--- src/rtl/icache_refill_axi.sv ---
`default_nettype none
// ============================================================================
// Module      : icache_refill_axi
// Description : Instruction-cache refill engine. Accepts a held miss request
//               from the ICache controller and issues one AXI4 INCR burst read
//               for the whole line. It collects the beats into a line buffer,
//               then returns the line with a single-cycle o_mem_ready pulse.
// Revision    : 1.0 - initial release
// ----------------------------------------------------------------------------
// Parameters
//   LINE_WORDS : words per cache line (power of 2, 2..16); also burst length
//   AXI_ID     : constant value driven on o_arid
// Ports
//   clk, rst      : clock (rising edge), synchronous active-high reset
//   i_mem_valid   : refill request, held until o_mem_ready
//   i_mem_addr    : miss address, any byte offset
//   o_mem_ready   : one-cycle pulse; o_line_data / o_line_err valid
//   o_line_data   : assembled line, word i at [32i+31:32i]
//   o_line_err    : error response seen or misplaced rlast during the burst
//   o_ar*         : AXI4 read-address channel (master side)
//   i_r*, o_rready: AXI4 read-data channel (master side)
// ============================================================================
module icache_refill_axi #(
  parameter int         LINE_WORDS = 4,
  parameter logic [3:0] AXI_ID     = 4'h0
) (
  input  logic                    clk,
  input  logic                    rst,
  // controller side
  input  logic                    i_mem_valid,
  input  logic [31:0]             i_mem_addr,
  output logic                    o_mem_ready,
  output logic [32*LINE_WORDS-1:0] o_line_data,
  output logic                    o_line_err,
  // AXI read-address channel
  output logic [3:0]              o_arid,
  output logic [31:0]             o_araddr,
  output logic [7:0]              o_arlen,
  output logic [2:0]              o_arsize,
  output logic [1:0]              o_arburst,
  output logic                    o_arvalid,
  input  logic                    i_arready,
  // AXI read-data channel
  input  logic [3:0]              i_rid,
  input  logic [31:0]             i_rdata,
  input  logic [1:0]              i_rresp,
  input  logic                    i_rlast,
  input  logic                    i_rvalid,
  output logic                    o_rready
);

  // Byte-offset bits inside one line, and beat counter width. The counter
  // has one spare bit so it reaches LINE_WORDS without wrapping.
  localparam int c_OFF_BITS = $clog2(LINE_WORDS) + 2;
  localparam int c_BEAT_W   = $clog2(LINE_WORDS) + 1;
  localparam logic [c_BEAT_W-1:0] c_LAST_BEAT = c_BEAT_W'(LINE_WORDS - 1);

  typedef enum logic [1:0] {
    S_IDLE = 2'd0,
    S_ADDR = 2'd1,
    S_DATA = 2'd2,
    S_DONE = 2'd3
  } state_t;

  state_t                r_state;
  state_t                w_state_nxt;
  logic [31:0]           r_araddr;
  logic [c_BEAT_W-1:0]   r_beat;
  logic                  r_err;
  logic                  w_beat_fire;
  logic                  w_last_beat;
  logic                  w_unused;

  // rid is not checked (single outstanding transaction); the low address
  // bits are dropped by line alignment.
  assign w_unused = ^{i_rid, i_mem_addr[c_OFF_BITS-1:0]};

  // rready is decoded from state, so a beat is accepted whenever rvalid is
  // seen in DATA.
  assign w_beat_fire = (r_state == S_DATA) && i_rvalid;
  assign w_last_beat = (r_beat == c_LAST_BEAT);

  // --------------------------------------------------------------------------
  // State register
  // --------------------------------------------------------------------------
  always_ff @(posedge clk) begin
    if (rst) begin
      r_state <= S_IDLE;
    end else begin
      r_state <= w_state_nxt;
    end
  end

  // --------------------------------------------------------------------------
  // Next-state logic. Completion is decided by the beat counter, never by
  // rlast, so a misplaced rlast only flags an error.
  // --------------------------------------------------------------------------
  always_comb begin
    w_state_nxt = r_state;
    case (r_state)
      S_IDLE: begin
        if (i_mem_valid) begin
          w_state_nxt = S_ADDR;
        end
      end
      S_ADDR: begin
        if (i_arready) begin
          w_state_nxt = S_DATA;
        end
      end
      S_DATA: begin
        if (w_beat_fire && w_last_beat) begin
          w_state_nxt = S_DONE;
        end
      end
      // DONE always returns to IDLE: mem_valid is still high here and must
      // not start a second refill.
      S_DONE: begin
        w_state_nxt = S_IDLE;
      end
      default: begin
        w_state_nxt = S_IDLE;
      end
    endcase
  end

  // --------------------------------------------------------------------------
  // Address latch, beat counter and sticky error flag
  // --------------------------------------------------------------------------
  always_ff @(posedge clk) begin
    if (rst) begin
      r_araddr <= '0;
      r_beat   <= '0;
      r_err    <= 1'b0;
    end else begin
      case (r_state)
        S_IDLE: begin
          if (i_mem_valid) begin
            r_araddr <= {i_mem_addr[31:c_OFF_BITS], {c_OFF_BITS{1'b0}}};
            r_beat   <= '0;
            r_err    <= 1'b0;
          end
        end
        S_DATA: begin
          if (w_beat_fire) begin
            r_beat <= r_beat + c_BEAT_W'(1);
            if ((i_rresp != 2'b00) || (i_rlast != w_last_beat)) begin
              r_err <= 1'b1;
            end
          end
        end
        default: begin
        end
      endcase
    end
  end

  // --------------------------------------------------------------------------
  // Line buffer: one register per word, written by the beat whose index
  // matches. Words keep their value until the next refill overwrites them.
  // --------------------------------------------------------------------------
  generate
    for (genvar gi = 0; gi < LINE_WORDS; gi++) begin : g_word
      logic [31:0] r_word;

      always_ff @(posedge clk) begin
        if (rst) begin
          r_word <= '0;
        end else if (w_beat_fire && (r_beat == c_BEAT_W'(gi))) begin
          r_word <= i_rdata;
        end
      end

      assign o_line_data[32*gi +: 32] = r_word;
    end
  endgenerate

  // --------------------------------------------------------------------------
  // Outputs: handshake signals decoded from state, the rest registered or
  // constant.
  // --------------------------------------------------------------------------
  assign o_arvalid   = (r_state == S_ADDR);
  assign o_rready    = (r_state == S_DATA);
  assign o_mem_ready = (r_state == S_DONE);
  assign o_line_err  = r_err;
  assign o_araddr    = r_araddr;
  assign o_arid      = AXI_ID;
  assign o_arlen     = 8'(LINE_WORDS - 1);
  assign o_arsize    = 3'b010;
  assign o_arburst   = 2'b01;

endmodule
`default_nettype wire

--- config.mk ---
export PLATFORM = sky130hd
export DESIGN_NAME = icache_refill_axi
export DESIGN_NICKNAME = d
export VERILOG_FILES = /design/src/rtl/icache_refill_axi.sv
export SDC_FILE = /design/constraint.sdc
export NUM_CORES = 1
export LEC_CHECK = 0
export CAP_MARGIN = 40
export CORE_ASPECT_RATIO = 0.9
export CORE_MARGIN = 2
export CORE_UTILIZATION = 38
export DETAILED_ROUTE_END_ITERATION = 6
export GPL_TIMING_DRIVEN = 0
export PLACE_DENSITY = 0.76
export SYNTH_ARGS = -nofsm -noshare
export SYNTH_HDL_FRONTEND = slang
export SYNTH_SLANG_ARGS = --single-unit
--- constraint.sdc ---
create_clock -name clk -period 1.35 [get_ports clk]
set_input_delay 0.27 -clock clk [delete_from_list [all_inputs] [get_ports clk]]
set_output_delay 0.27 -clock clk [all_outputs]
set_load 0.02 [all_outputs]
==> flow_results.xml <==
<?xml version="1.0" encoding="UTF-8"?>
<metrics>
  <group name="clock_network">
    <metric name="worstSkewPairLatency" unit="ns">0.43</metric>
    <metric name="root_buffer" unit="">clkbuf_16</metric>
    <metric name="cts_num_sinks" unit="">162</metric>
    <metric name="maximum_level_of_the_cts_h_tree" unit="">4</metric>
    <metric name="cts_tree" unit="">yes</metric>
    <metric name="total_clock_buffers_created_by_cts" unit="">17</metric>
    <metric name="cts.reportedPaths.clkPinSlew" unit="ns">0.06</metric>
    <metric name="clock_path_buffers" unit="">2</metric>
  </group>
  <group name="global_routing">
    <metric name="grt_pass1_vias" unit="">5646</metric>
    <metric name="global_route_wire_length_before_repair" unit="um">29700</metric>
    <metric name="grt-busiest-layer" unit="">met2</metric>
    <metric name="gr-usage-met1" unit="%">28.6</metric>
    <metric name="met3_grt_util" unit="%">7.81</metric>
    <metric name="gr-total-overflow" unit="">0</metric>
    <metric name="use_met2" unit="%">35.9</metric>
    <metric name="grt_start_max_net_pins" unit="">17</metric>
    <metric name="grt_antenna_before_repair" unit="">0</metric>
    <metric name="grt_util_all_layers" unit="%">22.4</metric>
  </group>
  <group name="critical_path">
    <metric name="critical_path.endpoint_type" unit="">flop</metric>
    <metric name="cp.required" unit="ns">1.69</metric>
    <metric name="worst_ep_arrival_time" unit="ns">1.86</metric>
    <metric name="path_class" unit="">flop to flop</metric>
    <metric name="critPathMaxFanout" unit="">8</metric>
    <metric name="startpoint_type" unit="">flop</metric>
  </group>
  <group name="logic_synthesis">
    <metric name="synth-main-ff-cell" unit="">dfxtp_1</metric>
    <metric name="synth-seq-cells" unit="">162</metric>
    <metric name="synth_top_area_cell" unit="">dfxtp_1</metric>
    <metric name="synth.most_common_cell" unit="">nand2_1</metric>
    <metric name="synth_largest_type_area_fraction" unit="%">53.1</metric>
    <metric name="ffs_w_async_s_r_synth" unit="%">0</metric>
    <metric name="syn-cell-area" unit="sq um">6110</metric>
    <metric name="yosys-top-cells-count" unit="">nand2_1, dfxtp_1, a21oi_1, buf_4, buf_2</metric>
    <metric name="postSynthCellCount" unit="">765</metric>
    <metric name="mean_instance_size_in_the_synthesized_netlist" unit="sq um">7.98</metric>
    <metric name="synthesis.yosys.warnings" unit="">0</metric>
    <metric name="synth.area.top_cells" unit="">dfxtp_1, nand2_1, a21oi_1</metric>
    <metric name="synth_enable_flop_cells" unit="">0</metric>
    <metric name="synth_cell_types" unit="">31</metric>
    <metric name="yosysSeqAreaShare" unit="%">53.1</metric>
  </group>
  <group name="final_layout">
    <metric name="flow.area_growth_from_synthesis" unit="%">59.1</metric>
    <metric name="finish.net_count" unit="">1139</metric>
    <metric name="antenna-diode-count" unit="">0</metric>
    <metric name="post_route_cells_drive_above_1_share" unit="%">32.9</metric>
    <metric name="fillerInstances" unit="">1397</metric>
  </group>
  <group name="sta">
    <metric name="fin_ws" unit="ns">-0.171</metric>
    <metric name="worst_hold_check_slack" unit="ns">0.391</metric>
    <metric name="grt_setup_unrepaired" unit="">true</metric>
    <metric name="setup_viol" unit="">152</metric>
    <metric name="clock.fmax" unit="MHz">657</metric>
    <metric name="post-route-min-period" unit="ns">1.52</metric>
    <metric name="fin_worst_skew" unit="ns">0.0108</metric>
    <metric name="max_slew_vio_count" unit="">0</metric>
    <metric name="worstMarginPinSlew" unit="ns">0.653</metric>
    <metric name="timing_hold_violations_final" unit="">0</metric>
    <metric name="worst_slew_margin_rel" unit="%">56.5</metric>
    <metric name="finalCritPeriodShare" unit="%">113</metric>
  </group>
  <group name="die">
    <metric name="dieArea" unit="sq um">17100</metric>
    <metric name="die_h" unit="um">124</metric>
    <metric name="floorplan.io_pins" unit="">257</metric>
    <metric name="floorplan.rows" unit="">43</metric>
    <metric name="design.core.area" unit="sq um">15500</metric>
    <metric name="initial_utilization" unit="%">39.3</metric>
    <metric name="die_x" unit="um">138</metric>
  </group>
  <group name="detailed_routing">
    <metric name="final_wirelength" unit="um">20200</metric>
    <metric name="detailedRoute.firstPassIterationCount" unit="">5</metric>
    <metric name="postRouteAntennaNets" unit="">0</metric>
    <metric name="post_drt_wl_per_cell" unit="um">16.0</metric>
    <metric name="detailedRoute.firstIterationViolations" unit="">360</metric>
    <metric name="post_drt_via_cell_ratio" unit="">4.85</metric>
    <metric name="drt_drc_violations_left" unit="">0</metric>
    <metric name="vias" unit="">6146</metric>
  </group>
  <group name="place">
    <metric name="dpl_worst_slack" unit="ns">-0.549</metric>
    <metric name="gpl.final_weighted_congestion" unit="">0.777</metric>
    <metric name="dpl.hpwl" unit="um">13500</metric>
    <metric name="port_buffers" unit="">226</metric>
  </group>
  <group name="power">
    <metric name="cellLeakagePower" unit="nW">3.74</metric>
    <metric name="p_per_cell_area" unit="nW/um^2">1370</metric>
    <metric name="peakVddDrop" unit="mV">1.05</metric>
  </group>
  <group name="min_path">
    <metric name="hold_path.class" unit="">primary input to flop</metric>
  </group>
  <group name="status">
    <metric name="run_status" unit="">complete, but fails checks</metric>
    <metric name="violations_in_the_final_reports" unit="">negative setup slack</metric>
  </group>
  <group name="run">
    <metric name="max-cap-violations" unit="">0</metric>
  </group>
</metrics>
-- repair_timing --
action,4_1_cts,5_1_grt
buffers inserted,10,5
pin swaps,30,2
resized for setup,518,142
hold buffers,0,0
cloned,4,7
setup endpoints to repair,309,248
-- kinds of logic (layout without fill, tap and decap cells) --
group	count (synthesis)	count (layout)	synth area share, %
AO/OA/AOI/OAI	171	171	14.5
AND/OR/NAND/NOR	337	337	21.9
multiplexers	1	1	0.184
other	2	21	0.123
buffers and inverters	82	363	8.15
flip-flops	162	162	53.1
adder cells (fa/ha/maj)	9	9	1.84
XOR/XNOR	1	1	0.143
-- critical path: stages (launching register included) --
cell	delay (ns)
dfxtp_2	0.34
inv_4	0.08
ha_4	0.16
buf_6	0.11
and4b_1	0.20
buf_6	0.18
clkbuf_16	0.16
nand2_1	0.05
a21oi_1	0.17
-- stage by stage --
stage / util, % / power (mW) / setup TNS [ns] / instances / instance area [sq um]
final: 62.5 / 13.3 / -11.32 / 1267 / 9720
after detailed placement: 56.4 / 8.44 / -62.55 / 1212 / 8760
after global placement: 56.4 / 8.37 / -60.84 / 1212 / 8760
after CTS: 63.3 / 13.1 / -7.03 / 1256 / 9850
after floorplan: - / 7.16 / -0.104 / 784 / 6250
after global routing: 62.5 / 13.9 / -21.50 / 1267 / 9720
-- flip-flops by register name, summed over array words and instances (netlist names) --
signal and flops:
o_line_err 1, r_state 2, r_beat 3, g_word.r_word 128
o_araddr 28
-- layer usage --
layer,wire length (um),part of all wire [%]
met5,0,0
met4,306,1.5
met3,1720,8.5
met2,9490,47
met1,8700,43
-- report_power, final --
group | internal [mW] | switching (mW) | total, mW
logic | 1.72 | 1.95 | 3.66
clock network | 2.36 | 1.91 | 4.28
registers | 5.13 | 0.213 | 5.34
total | 9.21 | 4.07 | 13.3
-- path summary, 6_finish.rpt --
path | startpoint | cells after the start | to | slack [ns]
hold reg to reg | o_line_err$_SDFFE_PP0P_ | 2 | o_line_err$_SDFFE_PP0P_ | 0.45
setup reg to reg | r_state[0]$_SDFFE_PP0P_ | 8 | g_word[2].r_word[6]$_SDFFE_PP0P_ | -0.17
hold / removal | i_mem_addr[17] | 3 | o_araddr[17]$_SDFFE_PP0P_ | 0.39
setup / recovery | r_state[0]$_SDFFE_PP0P_ | 8 | g_word[2].r_word[6]$_SDFFE_PP0P_ | -0.17
-- placed cells by master (no fill, tap or decap), drive strengths merged --
cell type,instances
nand2,314
dfxtp,162
a21oi,159
clkbuf,118
buf,102
clkdlybuf4s50,65
clkdlybuf4s15,61
conb,21
ha,9
clkinv,7
inv,7
nand4b,4
nand2b,4
nand3,4
and4b,3
a21o,3
nand4,2
nor2b,2
a31oi,2
clkinvlp,2
and3,1
and2,1
a21bo,1
nor2,1
a221oi,1
a2bb2oi,1
mux2,1
o21bai,1
a31o,1
o21ai,1
nand3b,1
xor2,1
o311ai,1
dlymetal6s2s,1
-- area by class of cell --
| class | instances | area [sq um] | share of cell area (%) |
|---|---|---|---|
| clock buffers | 20 | 447 | 4.60 |
| well taps | 202 | 253 | 2.60 |
| repair buffers | 252 | 2260 | 23.2 |
| flip-flops and latches | 162 | 3260 | 33.5 |
| multi-input cells | 540 | 2720 | 28.0 |
| clock inverters | 10 | 62.6 | 0.644 |
| inverters | 6 | 27.5 | 0.283 |
| plain buffers | 75 | 693 | 7.13 |
(Power assumes the default switching activity.)
